==> src/rtl/debounce_filter_if.sv <==
// Debounce filter signal bundle: raw level and clear in, filtered level,
// strobes and transition count out.
interface debounce_filter_if #(
    parameter int EVT_W = 16
);
    logic             din;
    logic             clr;
    logic             dout;
    logic             rise;
    logic             fall;
    logic             busy;
    logic [EVT_W-1:0] evt_count;

    modport master (output din, clr, input dout, rise, fall, busy, evt_count);
    modport slave  (input din, clr, output dout, rise, fall, busy, evt_count);
endinterface

==> src/rtl/debounce_filter.sv <==
// Two-flop synchroniser followed by a 4-state qualifier. A new level is accepted
// only after STABLE_CYCLES consecutive synchronised samples agree.
module debounce_filter #(
    parameter int STABLE_CYCLES = 4,
    parameter int CNT_W         = 8,
    parameter int EVT_W         = 16
) (
    input  logic             clk,
    input  logic             rst_n,
    debounce_filter_if.slave bus
);
    localparam logic [1:0] LOW   = 2'd0;
    localparam logic [1:0] CHK_H = 2'd1;
    localparam logic [1:0] HIGH  = 2'd2;
    localparam logic [1:0] CHK_L = 2'd3;

    // counter holds samples already qualified, so the last one is STABLE_CYCLES-1
    localparam logic [CNT_W-1:0] LAST = CNT_W'(STABLE_CYCLES - 1);
    localparam logic [CNT_W-1:0] ONE  = CNT_W'(1);

    logic             s1, s;
    logic [1:0]       state, state_nx;
    logic [CNT_W-1:0] cnt, cnt_nx;
    logic             acc_rise, acc_fall;
    logic             rise_q, fall_q;
    logic [EVT_W-1:0] evt_q;

    always_ff @(posedge clk or negedge rst_n) begin
        if (!rst_n) begin
            s1 <= 1'b0;
            s  <= 1'b0;
        end else begin
            s1 <= bus.din;
            s  <= s1;
        end
    end

    always_comb begin
        state_nx = state;
        cnt_nx   = cnt;
        case (state)
            LOW: begin
                if (s) begin
                    if (STABLE_CYCLES == 1) begin
                        state_nx = HIGH;
                    end else begin
                        state_nx = CHK_H;
                        cnt_nx   = ONE;
                    end
                end
            end
            CHK_H: begin
                if (!s) begin
                    state_nx = LOW;
                    cnt_nx   = '0;
                end else if (cnt == LAST) begin
                    state_nx = HIGH;
                    cnt_nx   = '0;
                end else begin
                    cnt_nx = cnt + ONE;
                end
            end
            HIGH: begin
                if (!s) begin
                    if (STABLE_CYCLES == 1) begin
                        state_nx = LOW;
                    end else begin
                        state_nx = CHK_L;
                        cnt_nx   = ONE;
                    end
                end
            end
            CHK_L: begin
                if (s) begin
                    state_nx = HIGH;
                    cnt_nx   = '0;
                end else if (cnt == LAST) begin
                    state_nx = LOW;
                    cnt_nx   = '0;
                end else begin
                    cnt_nx = cnt + ONE;
                end
            end
            default: begin
                state_nx = LOW;
                cnt_nx   = '0;
            end
        endcase
    end

    // an accepted transition is any move between the low side and the high side
    assign acc_rise = (state == LOW  || state == CHK_H) && (state_nx == HIGH);
    assign acc_fall = (state == HIGH || state == CHK_L) && (state_nx == LOW);

    always_ff @(posedge clk or negedge rst_n) begin
        if (!rst_n) begin
            state  <= LOW;
            cnt    <= '0;
            rise_q <= 1'b0;
            fall_q <= 1'b0;
        end else begin
            state  <= state_nx;
            cnt    <= cnt_nx;
            rise_q <= acc_rise;
            fall_q <= acc_fall;
        end
    end

    // clear wins over a coincident transition; count saturates at all-ones
    always_ff @(posedge clk or negedge rst_n) begin
        if (!rst_n) begin
            evt_q <= '0;
        end else if (bus.clr) begin
            evt_q <= '0;
        end else if ((acc_rise || acc_fall) && (evt_q != {EVT_W{1'b1}})) begin
            evt_q <= evt_q + {{(EVT_W-1){1'b0}}, 1'b1};
        end
    end

    assign bus.dout      = (state == HIGH)  || (state == CHK_L);
    assign bus.busy      = (state == CHK_H) || (state == CHK_L);
    assign bus.rise      = rise_q;
    assign bus.fall      = fall_q;
    assign bus.evt_count = evt_q;
endmodule

==> src/flat_wrapper.sv <==
// flat-port wrapper written by rule: the top's interface ports become plain ports
module debounce_filter_flat 
#(
    parameter int STABLE_CYCLES = 4,
    parameter int CNT_W         = 8,
    parameter int EVT_W         = 16
)
  (clk, rst_n, bus_din, bus_clr, bus_dout, bus_rise, bus_fall, bus_busy, bus_evt_count);
  debounce_filter_if #(.EVT_W(EVT_W)) bus_i ();
  input  logic clk;
  input  logic rst_n;
  input wire logic [$bits(bus_i.din)-1:0] bus_din;
  input wire logic [$bits(bus_i.clr)-1:0] bus_clr;
  output wire logic [$bits(bus_i.dout)-1:0] bus_dout;
  output wire logic [$bits(bus_i.rise)-1:0] bus_rise;
  output wire logic [$bits(bus_i.fall)-1:0] bus_fall;
  output wire logic [$bits(bus_i.busy)-1:0] bus_busy;
  output wire logic [$bits(bus_i.evt_count)-1:0] bus_evt_count;
  assign bus_i.din = bus_din;
  assign bus_i.clr = bus_clr;
  assign bus_dout = bus_i.dout;
  assign bus_rise = bus_i.rise;
  assign bus_fall = bus_i.fall;
  assign bus_busy = bus_i.busy;
  assign bus_evt_count = bus_i.evt_count;
  debounce_filter #(.STABLE_CYCLES(STABLE_CYCLES), .CNT_W(CNT_W), .EVT_W(EVT_W)) u_core (.clk(clk), .rst_n(rst_n), .bus(bus_i));
endmodule
==> config.mk <==
export PLATFORM = sky130hd
export DESIGN_NAME = debounce_filter_flat
export DESIGN_NICKNAME = d
export VERILOG_FILES = /design/src/rtl/debounce_filter_if.sv /design/src/rtl/debounce_filter.sv /design/src/flat_wrapper.sv
export SDC_FILE = /design/constraint.sdc
export NUM_CORES = 1
export LEC_CHECK = 0
export CORE_AREA = 2 2 56 58
export CTS_CLUSTER_DIAMETER = 80
export DETAILED_ROUTE_END_ITERATION = 16
export DIE_AREA = 0 0 58 60
export GPL_TIMING_DRIVEN = 0
export HOLD_SLACK_MARGIN = 0.15
export PLACE_DENSITY = 0.82
export SETUP_SLACK_MARGIN = 0.05
export SYNTH_ARGS = -nofsm -noshare
export SYNTH_HDL_FRONTEND = slang
export SYNTH_SLANG_ARGS = --single-unit
==> constraint.sdc <==
create_clock -name clk -period 6.82 [get_ports clk]
set_clock_uncertainty 0.1 [all_clocks]
set_input_delay 1.364 -clock clk [delete_from_list [all_inputs] [get_ports clk]]
set_output_delay 1.364 -clock clk [all_outputs]
set_load 0.01 [all_outputs]
After elaboration in Yosys (flattened, before gate mapping):

Cells that the tools add are included.

* add/sub/neg operators: 2
* equality and inequality tests: 8
* multiplexer cells: 15
* reduce and logical (&&, ||, !) cells: 11

Operators with widths (number)
* $mux 8: 5
* $mux 16: 2
* $pmux 8 s4: 1
* $add 16x1->16 const B: 1
* $ne 16x16->1 const B: 1
* $mux 2: 6
* $add 8x1->8 const B: 1
* $eq 8x2->1 const B: 1
* $pmux 2 s4: 1
* $eq 2x2->1 const B: 3
* $logic_not 2->1: 2
* $logic_or 1x1->1: 4
* $logic_and 1x1->1: 3
* $eq 2x1->1 const B: 1
* $ne 2x1->1 const B: 1
* $ne 2x2->1 const B: 1
* $reduce_and 2->1: 1
* $reduce_bool 2->1: 1

* flip-flop bits (word level): 30
* output and inout port bits: 20
* logic and storage cells: 43
* input port bits: 4

Depth between registers and ports, before layout:

* depth in word-level cells: 10
* gate-level depth with buffers: 7
* mapped depth without buffers: 6

Worst setup path before layout:

Ideal clock, no wire load.

* path type: register -> register
* start: register u_core.cnt[0]
* end: register u_core.evt_q[11], in the netlist u_core.bus.evt_count[11]
* path buffers: 0
* cell stages (with the launch flop): 7
* clock period less this slack: 2.242 ns
* setup time: 0.127 ns
* arrival: 2.015 ns
* setup slack: 4.578 ns
* cells stage by stage: dfrtp_1 -> ha_1 -> or4b_4 -> nand4b_4 -> a211oi_4 -> and3_1 -> mux2_1

* longest elaborated chain between the ends: 9

RTL lines
* from (decl): RTL line debounce_filter.sv:23 `logic [CNT_W-1:0] cnt, cnt_nx;`
* from (signal assigned): RTL line debounce_filter.sv:103 `cnt <= cnt_nx;`
* $eq 8x2->1 *: RTL line debounce_filter.sv:56, debounce_filter.sv:77
* $mux 2 (on tied branches): RTL line debounce_filter.sv:77, debounce_filter.sv:56
* $mux 2 (on tied branches): RTL line debounce_filter.sv:74, debounce_filter.sv:53
* $pmux 2 s4 *: RTL line debounce_filter.sv:41 `case (state)`
* $eq 2x2->1 or $logic_not 2->1 (tied branches): RTL line debounce_filter.sv:92, debounce_filter.sv:93
* $logic_and 1x1->1 (on tied branches): RTL line debounce_filter.sv:92, debounce_filter.sv:93
* $logic_or 1x1->1 *: RTL line debounce_filter.sv:115 `end else if ((acc_rise || acc_fall) && (evt_q != {EVT_W{1'b1}})) begin`
* $logic_and 1x1->1 *: RTL line debounce_filter.sv:115
* $reduce_bool 2->1 (no source line) *
* to (signal assigned): RTL line debounce_filter.sv:116 `evt_q <= evt_q + {{(EVT_W-1){1'b0}}, 1'b1};`
* to (decl): RTL line debounce_filter.sv:26 `logic [EVT_W-1:0] evt_q;`

Mark *: on every way between the ends. The rest lies on a longest branch, timed or not.
A chain may end at the register's enable or synchronous reset.

Final worst setup path:

* start: register u_core.state[0]
* end: output port bus_busy

* longest elaborated chain between the ends: 2

RTL lines
* from (decl): RTL line debounce_filter.sv:22 `logic [1:0] state, state_nx;`
* from (signal assigned): RTL line debounce_filter.sv:102 `state <= state_nx;`
* $eq 2x1->1 or $eq 2x2->1 (tied branches): RTL line debounce_filter.sv:121 `assign bus.busy = (state == CHK_H) || (state == CHK_L);`
* $logic_or 1x1->1 *: RTL line debounce_filter.sv:121
* to (decl): RTL line flat_wrapper.sv:17 `output wire logic [$bits(bus_i.busy)-1:0] bus_busy;`

Marks and branches as above.

==> results.md <==
- The top cell types in the final layout, fill and taps aside, are 30 x dfrtp_1, 25 x nor2_1, 21 x clkdlybuf4s50_1.
- The type of the worst setup path is reg -> out.
- Setup violations remaining at the end of the flow were counted as 0.
- After synthesis, the cell types taking the most area are dfrtp_1 47%, nor2_1 5.9%, xnor2_1 3.8%.
- Once detail routing completed, the nets flagged for antenna violations numbered 0.
- The cell area that synthesis handed to floorplanning was 1590 µm².
- Max-cap violations in this run came to 0.
- The design draws 424 µW.
- The net count of the mapped netlist is 170.
- The tree is rooted in a clkbuf_4.
- Clock-pin slew was measured on the worst setup and hold paths at 80 ps.
- The number of rows created at floorplan is 20.
- For the pin with the worst max-slew slack, the measured transition is 639 ps.
- Once the floorplan was initialized, standard cells occupied 54.9% of the core.
- The detailed placement HPWL is 2.25 mm.
- The dominant cell type by area after synthesis is dfrtp_1.
- Adding up every negative setup slack in the final design gives 0 ps.
- The worst max-slew margin expressed relative to the limit is 57.4%.
- The analysis attributes to cell leakage a power of 0.821 nW.
- For this run, the post-layout net count is 199.
- The flow ran to the end, and the final reports show no timing, DRC or antenna violations.
- Derived from the worst setup path, the maximum achievable clock frequency is 338 MHz.
- The worst setup path is captured at an output pin.
- The largest individual stage delay along the critical path comes from the cell clkdlybuf4s50_1.
- The antenna cell count is 0.
- The H-tree depth reported by CTS is 2.
- The gate count of the mapped netlist is 164.
- Routability-driven placement finished with a final weighted congestion of 0.889.
- The power per cell area is 222 nW/µm².
- The number of instances resized during post-cts repair is 0.
- The count of vias placed by the detailed router is 1,322.
- The maximum number of pins on one net before global-route repair is 31.
- The maximum VDD drop is 196 µV.
- The count of buffering cells on the critical path with inverters included is 2.
- The core region is 2900 µm².
- The startpoint type of the worst setup path is a register.
- The latest clock arrival within the worst-skew pair is 340 ps.
- The number of I/O port buffers is 22.
- The first global-routing pass estimated 5.42 mm of wire.
- The sequential share of power is 49.9%.
- The cell family with the largest share of critical-path delay is buffers and inverters.
- The final number of hold-violating endpoints is 0.
- The top cell type's share of synthesized area is 47.1%.
- The synthesized area divided by synthesized cell count is 9.72 µm².
- For this block, the routed nets add up to 3.24 mm of wire.
- The maximum root-to-sink buffer count is 2.
- The switching part of the total is 32.6%.
- The total of flip-flops plus latches after synthesis is 30.
- In the final routed layout, each cell accounts on average for 14.3 µm.
- The worst-case hold slack is 266 ps.
- The power spent charging and discharging nets is 138 µW.
- The iteration-0 DRC count of the detailed router is 49.
- TritonCTS created 5 clock buffers.
- CTS saw 30 sinks.
- The floorplan step set the die height to 60 µm.
- The share of total power dissipated in combinational logic is 23.6%.
- The instance area after placement is 1860 µm².
- The class of the tightest hold or removal check is reg -> reg.
- The die footprint is 3480 µm².
- The overall routing resource usage is 21.0%.
- The worst register-to-register path has a setup slack of 4380 ps.
- Dividing the detail-routed via count by the number of cells gives 5.82.
- The sequential share of the synthesized area is 47.1%.
- The area of all placed cells without fillers is 1910 µm².
- The number of optimization iterations in the first detailed-route pass is 4.
- The top fanout value on the critical path is 8.
- TritonCTS built the clock tree.
- The aggregate global routing overflow is 0.
- The distinct cell type count after synthesis is 40.
- Cells fill 65.8% of the core in the end.
- Cells with a size suffix above 1 make up 8.76% of the layout.
- In this run the post-CTS setup repair buffer count came out at 0.
- The clock period minus final worst setup slack is 2960 ps.
- The via count of the first global-routing pass is 1,258.
- Per report_power, the clock group accounts for 26.4% of the total.
- The post-cts hold buffer count is 0.
- Setup repair after global routing left no endpoint under its margin.
- The required time reported for the critical path endpoint is 5360 ps.
- Relative to the synthesized area, the layout overhead comes to 19.9%.
- The post-detailed-route DRC marker count is 0.
- The number of warnings reported in the yosys synthesis log is 0.
- Walking the worst path, the cells encountered are clkbuf_1, clkdlybuf4s50_1.
- The chip width is 58 µm.
- The number of placed I/O pins is 24.
- Data arrives at the worst endpoint at 1500 ps.
- Internal power comes to 286 µW.
- The maximum single-stage delay on the critical path is 530 ps.
- The ratio of final minimum period to clock period is 43.4%.
- The number of antenna violations at the first check in global routing is 0.
- The most common library cell in the layout ignoring fill and taps is dfrtp_1.
- The number of slew-limit violations in the final report is 0.
## through the flow
stage	worst slack [ps]	cells
after detailed placement	3780	219
after floorplan	4580	164
after CTS	3840	227
after global routing	3780	227
final	3860	227
after global placement	3800	219
## cell type report
| class | instances | area, µm² |
|---|---|---|
| multi-input combinational | 125 | 808 |
| timing repair buffer | 22 | 215 |
| buffer | 6 | 23.8 |
| tap | 33 | 41.3 |
| clock inverter | 1 | 5.00 |
| inverter | 3 | 11.3 |
| fill | 238 | 992 |
| clock buffer | 7 | 55.1 |
| sequential | 30 | 751 |
## cell usage after synthesis
| cell type | n |
|---|---|
| nor2b_1 | 2 |
| ha_1 | 2 |
| and2_1 | 2 |
| a21oi_1 | 5 |
| nor3b_1 | 2 |
| nand4_1 | 2 |
| nor3_1 | 3 |
| mux2_1 | 2 |
| mux2i_1 | 4 |
| o2111ai_1 | 1 |
| or3_1 | 2 |
| or4b_4 | 1 |
| xnor2_1 | 7 |
| a2111oi_2 | 1 |
| a21o_1 | 1 |
| buf_1 | 2 |
| a31o_2 | 1 |
| a211oi_4 | 1 |
| a211oi_1 | 2 |
| o31ai_1 | 1 |
| a22o_1 | 1 |
| nand4b_4 | 1 |
| xor2_1 | 3 |
| o21ai_0 | 11 |
| o211ai_1 | 1 |
| nor2_1 | 25 |
| nand2_1 | 14 |
| and4b_1 | 1 |
| nand3_1 | 10 |
| a311oi_1 | 1 |
| mux2_2 | 1 |
| o21a_1 | 1 |
| nand2b_1 | 2 |
| buf_2 | 1 |
| dfrtp_1 | 30 |
| nor4_4 | 1 |
| clkbuf_1 | 3 |
| inv_1 | 3 |
| and3_1 | 9 |
| a211oi_2 | 1 |
## power groups by stage
| stage | Clock, mW | Combinational (mW) | Sequential (mW) |
|---|---|---|---|
| final | 0.112 | 0.100 | 0.212 |
| after CTS | 0.116 | 0.101 | 0.211 |
| after floorplan | 0 | 0.0667 | 0.210 |
| after global routing | 0.122 | 0.111 | 0.214 |
| after global placement | 0 | 0.0955 | 0.212 |
| after detailed placement | 0 | 0.0986 | 0.215 |
## worst register-to-register path, cell delays in order, from the launching register on
cell and delay, ps:
dfrtp_1 400, ha_1 240, or4b_4 500, nand4b_4 260, a211oi_4 310, and3_1 210, mux2_1 310
## routing by layer
layer	part of all wire, %	track usage [%]	up-vias	wire (µm)
met2	50	37.2	37	1610
li1	-	-	638	-
met1	44	22.7	640	1430
met3	4.0	4.55	7	128
met5	0	0	-	0
met4	2.2	13.6	0	72
## flip-flops by register name, indices dropped and copies added, names as in the netlist
signal	count
u_core.state	2
u_core.bus.rise	1
u_core.s1	1
u_core.cnt	8
u_core.s	1
u_core.bus.evt_count	16
u_core.bus.fall	1
## cells by family after synthesis
group	count (synthesis)	share of synthesized area, %
mux	7	4.63
fa+ha+maj	2	1.57
compound gates	29	13.0
xor+xnor	10	5.49
buf+inv	9	2.20
simple gates	77	26.0
flops	30	47.1
## path summary, 6_finish.rpt
check                                start                        to  cells past startpoint
max reg2reg                  u_core.cnt[0]  u_core.bus.evt_count[11]                      6
min reg2reg                      u_core.s1                  u_core.s                      0
min in group asynchronous            rst_n   u_core.bus.evt_count[6]                      1
max in group asynchronous            rst_n             u_core.cnt[0]                      1
min                              u_core.s1                  u_core.s                      0
max                        u_core.state[0]                  bus_busy                      2
No activity file was read; power rests on OpenSTA's default activity.
